$ cat src/rtl/uart_pkg.sv
// Shared types and helpers for the parametrised UART transmitter.
// UART_TX_BREAK_EN adds the BREAK state to tx_state_t.
package uart_pkg;

  typedef enum logic [1:0] {
    PARITY_NONE = 2'd0,
    PARITY_ODD  = 2'd1,
    PARITY_EVEN = 2'd2
  } parity_t;

  typedef enum logic [2:0] {
    IDLE   = 3'd0,
    START  = 3'd1,
    DATA   = 3'd2,
    PARITY = 3'd3,
    STOP   = 3'd4
`ifdef UART_TX_BREAK_EN
    , BREAK = 3'd5
`endif
  } tx_state_t;

  function automatic int frame_bits(
    input int data_bits,
    input int parity,
    input int stop_bits
  );
    return 1 + data_bits
      + ((parity != int'(PARITY_NONE)) ? 1 : 0)
      + stop_bits;
  endfunction

endpackage

$ cat src/rtl/uart_tx_fifo.sv
// Synchronous FIFO feeding the UART transmitter.
// DEPTH is a power of two so the pointers wrap naturally.
module uart_tx_fifo
  import uart_pkg::*;
#(
  parameter int WIDTH = 8,
  parameter int DEPTH = 4
) (
  input  logic                       clk,
  input  logic                       rst_n,
  input  logic                       push,
  input  logic [WIDTH-1:0]           wrData,
  input  logic                       pop,
  output logic [WIDTH-1:0]           rdData,
  output logic                       full,
  output logic                       empty,
  output logic [$clog2(DEPTH+1)-1:0] count
);

  localparam int AW = $clog2(DEPTH);
  localparam int CW = $clog2(DEPTH + 1);

  logic [WIDTH-1:0] mem [DEPTH];
  logic [AW-1:0]    wrPtr;
  logic [AW-1:0]    rdPtr;

  assign rdData = mem[rdPtr];
  assign full   = count == CW'(DEPTH);
  assign empty  = count == '0;

  always_ff @(posedge clk or negedge rst_n) begin
    if (!rst_n) begin
      for (int i = 0; i < DEPTH; i++) begin
        mem[i] <= '0;
      end
    end else if (push) begin
      mem[wrPtr] <= wrData;
    end
  end

  always_ff @(posedge clk or negedge rst_n) begin
    if (!rst_n) begin
      wrPtr <= '0;
      rdPtr <= '0;
      count <= '0;
    end else begin
      if (push) begin
        wrPtr <= wrPtr + AW'(1);
      end
      if (pop) begin
        rdPtr <= rdPtr + AW'(1);
      end
      unique case ({push, pop})
        2'b10:   count <= count + CW'(1);
        2'b01:   count <= count - CW'(1);
        default: count <= count;
      endcase
    end
  end

endmodule

$ cat src/rtl/uart_tx_param.sv
// Parametrised UART transmitter with input FIFO.
// Define UART_TX_BREAK_EN to add send_break and the BREAK state.
module uart_tx_param
  import uart_pkg::*;
#(
  parameter int CLK_FREQUENCY = 100_000_000,
  parameter int BAUD_RATE     = 19_200,
  parameter int DATA_BITS     = 8,
  parameter int PARITY_MODE   = 1,
  parameter int STOP_BITS     = 1,
  parameter int FIFO_DEPTH    = 4
) (
  input  logic                            clk,
  input  logic                            rst_n,
`ifdef UART_TX_BREAK_EN
  input  logic                            send_break,
`endif
  input  logic [DATA_BITS-1:0]            din,
  input  logic                            din_valid,
  output logic                            din_ready,
  output logic                            tx_out,
  output logic                            busy,
  output logic [$clog2(FIFO_DEPTH+1)-1:0] fifo_count
);

  localparam int BIT_TICKS  = CLK_FREQUENCY / BAUD_RATE;
  localparam int FRAME_BITS =
    frame_bits(DATA_BITS, PARITY_MODE, STOP_BITS);
  localparam int TICK_W =
    (BIT_TICKS > 1) ? $clog2(BIT_TICKS) : 1;
  localparam int IDX_W = $clog2(FRAME_BITS + 1);
  localparam bit HAS_PAR =
    PARITY_MODE != int'(PARITY_NONE);
  localparam bit ODD_PAR =
    PARITY_MODE == int'(PARITY_ODD);

  localparam logic [TICK_W-1:0] TICK_LAST =
    TICK_W'(BIT_TICKS - 1);
  localparam logic [IDX_W-1:0] DATA_LAST =
    IDX_W'(DATA_BITS - 1);
  localparam logic STOP_LAST = 1'(STOP_BITS - 1);
`ifdef UART_TX_BREAK_EN
  localparam logic [IDX_W-1:0] FRAME_LAST =
    IDX_W'(FRAME_BITS - 1);
`endif

  if (DATA_BITS < 5 || DATA_BITS > 9) begin : gBadData
    $error("uart_tx_param: DATA_BITS must be 5..9");
  end
  if (STOP_BITS != 1 && STOP_BITS != 2) begin : gBadStop
    $error("uart_tx_param: STOP_BITS must be 1 or 2");
  end
  if (PARITY_MODE < 0 || PARITY_MODE > 2) begin : gBadPar
    $error("uart_tx_param: PARITY_MODE must be 0..2");
  end
  if (FIFO_DEPTH < 2 ||
      (FIFO_DEPTH & (FIFO_DEPTH - 1)) != 0) begin : gBadDepth
    $error("uart_tx_param: FIFO_DEPTH must be 2^n");
  end
  if (BIT_TICKS < 2) begin : gBadTicks
    $error("uart_tx_param: BIT_TICKS must be >= 2");
  end

  tx_state_t            state;
  tx_state_t            stateNxt;
  logic [TICK_W-1:0]    tickCnt;
  logic [TICK_W-1:0]    tickNxt;
  logic [IDX_W-1:0]     bitIdx;
  logic [IDX_W-1:0]     idxNxt;
  logic                 stopIdx;
  logic                 stopNxt;
  logic [DATA_BITS-1:0] shReg;
  logic [DATA_BITS-1:0] shNxt;
  logic                 parBit;
  logic                 parNxt;
  logic                 txReg;
  logic                 txNxt;
  logic                 bitEnd;
  logic                 headPar;
  logic                 doPush;
  logic                 doPop;
  logic                 fifoFull;
  logic                 fifoEmpty;
  logic [DATA_BITS-1:0] headData;

  assign din_ready = !fifoFull;
  assign doPush    = din_valid && !fifoFull;
  assign bitEnd    = tickCnt == TICK_LAST;
  assign headPar   = ODD_PAR ? ~^headData : ^headData;
  assign tx_out    = txReg;
  assign busy      = (state != IDLE) || !fifoEmpty;

  uart_tx_fifo #(
    .WIDTH(DATA_BITS),
    .DEPTH(FIFO_DEPTH)
  ) uFifo (
    .clk   (clk),
    .rst_n (rst_n),
    .push  (doPush),
    .wrData(din),
    .pop   (doPop),
    .rdData(headData),
    .full  (fifoFull),
    .empty (fifoEmpty),
    .count (fifo_count)
  );

  always_ff @(posedge clk or negedge rst_n) begin
    if (!rst_n) begin
      state   <= IDLE;
      tickCnt <= '0;
      bitIdx  <= '0;
      stopIdx <= 1'b0;
      shReg   <= '0;
      parBit  <= 1'b0;
      txReg   <= 1'b1;
    end else begin
      state   <= stateNxt;
      tickCnt <= tickNxt;
      bitIdx  <= idxNxt;
      stopIdx <= stopNxt;
      shReg   <= shNxt;
      parBit  <= parNxt;
      txReg   <= txNxt;
    end
  end

  always_comb begin
    stateNxt = state;
    tickNxt  = bitEnd ? '0 : tickCnt + TICK_W'(1);
    idxNxt   = bitIdx;
    stopNxt  = stopIdx;
    shNxt    = shReg;
    parNxt   = parBit;
    txNxt    = txReg;
    doPop    = 1'b0;
    unique case (state)
      IDLE: begin
        tickNxt = '0;
`ifdef UART_TX_BREAK_EN
        if (send_break) begin
          stateNxt = BREAK;
          idxNxt   = '0;
          txNxt    = 1'b0;
        end else
`endif
        if (!fifoEmpty) begin
          doPop    = 1'b1;
          shNxt    = headData;
          parNxt   = headPar;
          stateNxt = START;
          txNxt    = 1'b0;
        end
      end
      START: begin
        if (bitEnd) begin
          stateNxt = DATA;
          idxNxt   = '0;
          txNxt    = shReg[0];
        end
      end
      DATA: begin
        if (bitEnd) begin
          if (bitIdx != DATA_LAST) begin
            idxNxt = bitIdx + IDX_W'(1);
            shNxt  = shReg >> 1;
            txNxt  = shReg[1];
          end else if (HAS_PAR) begin
            stateNxt = PARITY;
            txNxt    = parBit;
          end else begin
            stateNxt = STOP;
            stopNxt  = 1'b0;
            txNxt    = 1'b1;
          end
        end
      end
      PARITY: begin
        if (bitEnd) begin
          stateNxt = STOP;
          stopNxt  = 1'b0;
          txNxt    = 1'b1;
        end
      end
      STOP: begin
        if (bitEnd) begin
          if (stopIdx != STOP_LAST) begin
            stopNxt = 1'b1;
          end else
`ifdef UART_TX_BREAK_EN
          if (send_break) begin
            stateNxt = BREAK;
            idxNxt   = '0;
            txNxt    = 1'b0;
          end else
`endif
          if (!fifoEmpty) begin
            // back-to-back: next start bit follows the stop bit directly
            doPop    = 1'b1;
            shNxt    = headData;
            parNxt   = headPar;
            stateNxt = START;
            txNxt    = 1'b0;
          end else begin
            stateNxt = IDLE;
          end
        end
      end
`ifdef UART_TX_BREAK_EN
      BREAK: begin
        if (bitEnd) begin
          if (bitIdx != FRAME_LAST) begin
            idxNxt = bitIdx + IDX_W'(1);
          end else begin
            stateNxt = STOP;
            idxNxt   = '0;
            stopNxt  = 1'b0;
            txNxt    = 1'b1;
          end
        end
      end
`endif
      default: begin
        stateNxt = IDLE;
        txNxt    = 1'b1;
      end
    endcase
  end

endmodule

$ cat config.mk
export PLATFORM = sky130hd
export DESIGN_NAME = uart_tx_param
export DESIGN_NICKNAME = d
export VERILOG_FILES = /design/src/rtl/uart_pkg.sv /design/src/rtl/uart_tx_fifo.sv /design/src/rtl/uart_tx_param.sv
export SDC_FILE = /design/constraint.sdc
export NUM_CORES = 1
export LEC_CHECK = 0
export CORE_ASPECT_RATIO = 0.7
export CORE_MARGIN = 1.5
export CORE_UTILIZATION = 50
export CTS_BUF_LIST = sky130_fd_sc_hd__clkbuf_4 sky130_fd_sc_hd__clkbuf_8
export DETAILED_ROUTE_END_ITERATION = 10
export PLACE_DENSITY = 0.8
export RECOVER_POWER = 100
export SYNTH_ARGS = -nofsm -noshare
export SYNTH_HDL_FRONTEND = slang
export SYNTH_SLANG_ARGS = --single-unit
$ cat constraint.sdc
create_clock -name clk -period 2.6 [get_ports clk]
set_input_delay 0.39 -clock clk [delete_from_list [all_inputs] [get_ports clk]]
set_output_delay 0.39 -clock clk [all_outputs]
set_load 0.02 [all_outputs]
Yosys cells after proc, flatten, opt, wreduce, memory -nomap -nowiden
Cells that the tools add are included.

storage, ports and cells
  input bits = 11
  memories kept = 0
  RAM bits = 0
  bits in read-only memories = 0
  flip-flop bits (word level) = 70
  logic and storage cells = 110
  output and inout bits = 6
  bits in latches = 0

cells by class
  multiply operators = 0
  bitwise gates (word level) = 2
  divide/modulo/power cells = 0
  eq/ne operators = 17
  multiplexer cells = 48
  $add $sub $neg = 6
  shifts and indexed selects = 0
  reductions and logical operators = 20
  $lt $le $gt $ge = 3

operator list
  cell                                                                    count
  8-bit 2-to-1 mux                                                        8
  32-bit bitwise mux                                                      1
  13-bit 2-to-1 mux                                                       2
  8-bit one-hot mux with 3 select lines                                   1
  3-bit 2-to-1 mux                                                        7
  1-bit 2-to-1 mux                                                        17
  8-bit binary-select mux with 2-bit select                               1
  8-bit demux with 2-bit select                                           1
  2-bit != test (second input constant)                                   8
  3-bit one-hot mux with 5 select lines                                   1
  13-bit by 1-bit adder with 13-bit output (second input constant)        1
  13-bit equality test (second input constant)                            1
  4-bit 2-to-1 mux                                                        3
  5-bit AND reduction                                                     2
  4-bit one-hot mux with 2 select lines                                   1
  2-bit nonzero test                                                      4
  8-bit XNOR reduction                                                    1
  7-bit AND reduction                                                     1
  3-bit by 2-bit equality test with 1-bit output (second input constant)  2
  3-bit equality test (second input constant)                             2
  3-bit >= comparator (second input constant)                             2
  3-bit zero test                                                         2
  2-bit inverter with 3-bit output                                        2
  1-bit one-hot mux with 2 select lines                                   3
  other kinds (17)                                                        22

Depth between registers and ports, before layout
  depth after elaboration = 9
  mapped depth = 11
  depth with buffers taken out = 10

Modules after synthesis
Synthesis repeated with hierarchy kept, for this count alone.

second synthesis, totals
  cells, all modules = 296
  area total of the unflattened synthesis = 3532.1 sq um

modules (own cells, without submodules)
  module         cells an instance  area each (sq um)  seq. area each (sq um)  instances
  uart_tx_param  185                1771.7             752.0                   1
  uart_tx_fifo   111                1760.4             975.9                   1

Worst setup path after synthesis
Ideal clock, no wire load.

  path type = reg2reg
  start point = reg tickCnt[9]
  end point = reg uFifo.count[2]
  stages on the path, launching flop included = 11
  arrival = 2.583 ns
  library setup time = 0.080 ns
  buffers on the path = 1
  slack = -0.063 ns
  clock period less this slack = 2.663 ns
  data required time = 2.520 ns
  cells stage by stage = dfrtp_1 -> or4b_1 -> or3_1 -> buf_6 -> a21oi_2 -> ha_1 -> inv_1 -> fa_1 -> xor2_1 -> nor2_1 -> xor2_1

between the ends
  longest elaborated chain between the ends = 5
  elaborated cells on any way between the ends = 7
  those cells by class = 3 x eq/ne; 3 x mux; 1 x reduce/logical

RTL lines
  element                                                                                       RTL line              RTL
  from (decl)                                                                                   uart_tx_param.sv:66   logic [TICK_W-1:0] tickCnt;
  from (signal assigned)                                                                        uart_tx_param.sv:119  tickCnt <= tickNxt;
  13-bit equality test *                                                                        uart_tx_param.sv:88   assign bitEnd = tickCnt == TICK_LAST;
  1-bit 2-to-1 mux *                                                                            uart_tx_param.sv:186  if (bitEnd) begin
  1-bit one-hot mux with 2 select lines *                                                       uart_tx_param.sv:137  unique case (state)
  via doPop                                                                                     uart_tx_param.sv:81   logic doPop;
  2-bit by 1-bit equality test with 1-bit output / 2-bit equality test (equally long branches)  uart_tx_fifo.sv:53    unique case ({push, pop})
  3-bit one-hot mux with 2 select lines / 2-bit nonzero test (equally long branches)            -
  to (signal assigned)                                                                          uart_tx_fifo.sv:54    2'b10: count <= count + CW'(1);
  to (signal assigned)                                                                          uart_tx_fifo.sv:55    2'b01: count <= count - CW'(1);
  to (signal assigned)                                                                          uart_tx_fifo.sv:56    default: count <= count;
  to (decl)                                                                                     uart_tx_fifo.sv:17    output logic [$clog2(DEPTH+1)-1:0] count

Mark *: on every way through the listed nets, which the timed path passes. The rest lies on a longest branch.
A chain may end at the register's enable or synchronous reset.

Final worst setup path
Ends and elaborated chain as after synthesis.

==> flow_metrics.tcl <==
set metrics [dict create \
    grt_first_pass_wirelength_um 11050 \
    synth_largest_type_area_fraction 0.5058 \
    routed-via-count 2210 \
    wirelength_um 6322 \
    first_global_vias 2291 \
    worst_clock_skew_ns 0.01016 \
    nets 338 \
    chipWidth_um 101.0 \
    power.internal_w 0.002342 \
    slew_headroom 0.1027 \
    wl_per_cell_um 15.23 \
    share_comb_of_total_power 0.315 \
    standard_cell_core_area_um2 6366 \
    rd_place_congestion 0.8491 \
    cts_num_sinks 69 \
    grt_start_max_net_pins 46 \
    combined_flip_flop_and_latch_cell_area_um2 1728 \
    data_arrival_time_of_the_critical_path_ns 2.80 \
    fmax_mhz 398.4 \
    vdd.ir_drop.worst_v 0.0006624 \
    critical_path.max_fanout 2 \
    floorplan.die.height_um 71.63 \
    timing.critical_path.required_ns 2.89 \
    ys.warnings.count 0 \
    synth-seq-cells 69 \
    grt_antenna_before_repair 0 \
    finalInstanceArea_um2 3891 \
    total_global_route_track_usage 0.2050 \
    dp_worst_setup_slack_ns 0.00006328 \
    postSynthNetCount 307 \
    synth_area_leaders "sky130_fd_sc_hd__dfrtp_1 51%, sky130_fd_sc_hd__mux2_2 11%, sky130_fd_sc_hd__mux4_2 5.4%, sky130_fd_sc_hd__xnor2_1 4.2%, sky130_fd_sc_hd__nand2_1 3.6%" \
    actual_slew_at_the_worst_max_slew_pin_ns 1.346 \
    synthesis.area_um2 3364 \
    detail_route.first_pass.iterations 4 \
    postPlaceCellArea_um2 3697 \
    via_per_inst 5.325 \
    yosys.cell_types.count 40 \
    crit_path_end_kind "register" \
    cellLeakagePower_nw 1.646 \
    switching_share 0.3121 \
    holdBufCountCts 0 \
    pwr-share-seq 0.449 \
    clock_tree_from_tritoncts "yes" \
    clock_root_buffer "sky130_fd_sc_hd__clkbuf_8" \
    final.hold.worst_slack_ns 0.3197 \
    h-tree-depth 3 \
    fillerInstances 509 \
    clock_insertion_delay_worst_skew_ns 0.36 \
    cts_made_buffers 9 \
    final_critical_path_setup_slack_ns 0.08967 \
    final.min_clock_period_ns 2.510 \
    synthesis.instances 288 \
    post-route-drc-count 0 \
    timing.final.max_slew_violations 0 \
    share_clk_of_total_power 0.237 \
    grt_remaining_overflow 0 \
    synth.largest_area_cell "sky130_fd_sc_hd__dfrtp_1" \
    total_power_w 0.003404 \
    cts-root-to-sink-buffers 2 \
    final-setup-viol-count 0 \
    die-area_um2 7238 \
    drv.max_cap_violation_count 0 \
    dp.final_hpwl_um 4421 \
    outcome "completed" \
    path_class "reg -> reg" \
    hp-class "in -> async" \
    ant_nets 0 \
    num_antenna_cells 0 \
    timing.final.hold_violations 0 \
    netSwitchingPower_w 0.001062 \
    period_share 0.9655 \
    multi_input_area_um2 1560 \
    syn-mean-instance-area_um2 11.68 \
    drt_iter0_markers 95 \
    startpoint_type "register" \
    path_clk_slew_ns 0.08 \
    synthToLayoutAreaGrowth_pct 15.66 \
    floorplan.rows 24 \
    cellPowerDensity_nw_per_um2 874.9 \
    synth_sequential_area_ratio 0.5136 \
    start_util 0.5285 \
    numPortBuffers 16 \
    top_level_ports 17 \
    post_route_cells_drive_above_1_share 0.2531 \
]
-- area by class of cell --
cell class | count | share of cell area
repair buffers | 31 | 0.06688
well taps | 91 | 0.02926
inverters | 13 | 0.01254
flip-flops and latches | 69 | 0.4441
multi-input cells | 195 | 0.4010
clock buffers | 9 | 0.03183
clock inverters | 7 | 0.01447
-- layout by cell type (no fill, tap or decap), types with 4 or more instances in the layout --
master and instances:
sky130_fd_sc_hd__mux2_2 34, sky130_fd_sc_hd__clkdlybuf4s50_1 11, sky130_fd_sc_hd__dlygate4sd3_1 4, sky130_fd_sc_hd__nand3_1 9, sky130_fd_sc_hd__nor2_1 25, sky130_fd_sc_hd__mux4_2 8
sky130_fd_sc_hd__ha_1 6, sky130_fd_sc_hd__nor3_1 4, sky130_fd_sc_hd__a31oi_1 6, sky130_fd_sc_hd__buf_4 13, sky130_fd_sc_hd__dfrtp_1 68, sky130_fd_sc_hd__nand2_1 32
sky130_fd_sc_hd__xor2_1 9, sky130_fd_sc_hd__xnor2_1 16, sky130_fd_sc_hd__o21ai_0 11, sky130_fd_sc_hd__clkbuf_8 9, sky130_fd_sc_hd__inv_1 12
-- what timing repair did --
| action | in CTS | in global routing |
|---|---|---|
| pin swaps | 2 | 5 |
| setup endpoints to repair | 1 | 1 |
| buffers inserted | 0 | 2 |
| gates resized for setup | 3 | 1 |
-- state kept, by name (all words and copies together) (netlist names) --
signal	flops
tx_out	1
uFifo.count	3
shReg	8
state	3
bitIdx	4
parBit	1
uFifo.wrPtr	2
uFifo.mem	32
uFifo.rdPtr	2
tickCnt	13
-- worst max-delay path, stage by stage (launching register included) --
cell	delay, ns
sky130_fd_sc_hd__dfrtp_1	0.39
sky130_fd_sc_hd__or4b_4	0.54
sky130_fd_sc_hd__or3_4	0.37
sky130_fd_sc_hd__a21oi_4	0.21
sky130_fd_sc_hd__ha_4	0.17
sky130_fd_sc_hd__inv_2	0.03
sky130_fd_sc_hd__fa_2	0.33
sky130_fd_sc_hd__xor2_1	0.15
sky130_fd_sc_hd__nor2_1	0.11
sky130_fd_sc_hd__xor2_1	0.14
-- metrics by stage --
stage	util	instances	setup TNS, ns
after floorplan	-	288	-0.008058
after global placement	0.5808	397	0
after detailed placement	0.5808	397	0
after CTS	0.6120	413	0
after global routing	0.6112	415	-0.005232
final	0.6112	415	0
-- per-layer routing --
| metal | vias to the layer above | routed length [µm] | global-route usage | share of wire |
|---|---|---|---|---|
| met5 | - | 0 | 0 | 0 |
| met4 | 0 | 97 | 0.06019 | 0.015 |
| met3 | 8 | 266 | 0.07805 | 0.042 |
| met2 | 41 | 2801 | 0.2968 | 0.44 |
| met1 | 1098 | 3156 | 0.2905 | 0.50 |
| li1 | 1063 | - | - | - |
-- kinds of logic after synthesis --
family / share of synthesized area
fa+ha+maj: 0.03198
simple gates: 0.1257
flops: 0.5136
xor+xnor: 0.06508
compound gates: 0.06136
buf+inv: 0.03198
mux: 0.1703
-- worst paths after layout --
check                                       from                          to  slack (ns)  cells after the start
max in group asynchronous                  rst_n    uFifo.mem[2]$_DFFE_PN0P_        0.55                      2
min in group clk           bitIdx[3]$_DFFE_PN0P_       bitIdx[3]$_DFFE_PN0P_        0.49                      1
min                                        rst_n        shReg[2]$_DFFE_PN0P_        0.32                      1
min reg2reg                bitIdx[3]$_DFFE_PN0P_       bitIdx[3]$_DFFE_PN0P_        0.49                      1
max                         tickCnt[9]$_DFF_PN0_  uFifo.count[2]$_DFFE_PN0P_        0.09                      9
max reg2reg                 tickCnt[9]$_DFF_PN0_  uFifo.count[2]$_DFFE_PN0P_        0.09                      9
-- Yosys cell counts --
cell type                   number
sky130_fd_sc_hd__nand4b_1        1
sky130_fd_sc_hd__nor3b_1         1
sky130_fd_sc_hd__xor2_1          9
sky130_fd_sc_hd__and4_1          1
sky130_fd_sc_hd__nand2_1        32
sky130_fd_sc_hd__o211ai_1        1
sky130_fd_sc_hd__inv_1          13
sky130_fd_sc_hd__o21ai_0        11
sky130_fd_sc_hd__nor2b_1         1
sky130_fd_sc_hd__ha_1            7
sky130_fd_sc_hd__a32oi_4         1
sky130_fd_sc_hd__dfstp_2         1
sky130_fd_sc_hd__clkbuf_1        7
sky130_fd_sc_hd__fa_1            1
sky130_fd_sc_hd__or3_1           4
sky130_fd_sc_hd__nor2_1         25
sky130_fd_sc_hd__a21oi_2         1
sky130_fd_sc_hd__xnor2_1        16
sky130_fd_sc_hd__a31oi_1         6
sky130_fd_sc_hd__nand4_1         2
sky130_fd_sc_hd__nor3_1          4
sky130_fd_sc_hd__mux2_2         34
sky130_fd_sc_hd__buf_2           2
sky130_fd_sc_hd__and2_1          2
sky130_fd_sc_hd__dfrtp_1        68
sky130_fd_sc_hd__a21oi_1         3
sky130_fd_sc_hd__a31oi_2         1
sky130_fd_sc_hd__or4b_1          1
sky130_fd_sc_hd__o311ai_0        1
sky130_fd_sc_hd__mux2i_1         1
sky130_fd_sc_hd__nor2_2          1
sky130_fd_sc_hd__a32o_1          1
sky130_fd_sc_hd__buf_6           2
sky130_fd_sc_hd__nand3b_1        3
sky130_fd_sc_hd__o31ai_1         2
sky130_fd_sc_hd__a22o_1          1
sky130_fd_sc_hd__mux4_2          8
sky130_fd_sc_hd__nand2b_1        2
sky130_fd_sc_hd__nand4bb_1       1
sky130_fd_sc_hd__nand3_1         9
-- power groups by stage --
stage	Combinational, W	Sequential (W)	Clock, W
6_report	0.00107	0.00153	0.000805
3_5_place_dp	0.00109	0.00155	0
2_1_floorplan	0.000810	0.00153	0
5_1_grt	0.00117	0.00156	0.000876
3_3_place_gp	0.00104	0.00153	0
4_1_cts	0.00110	0.00153	0.000827
Power figures use the tool's default switching activity.
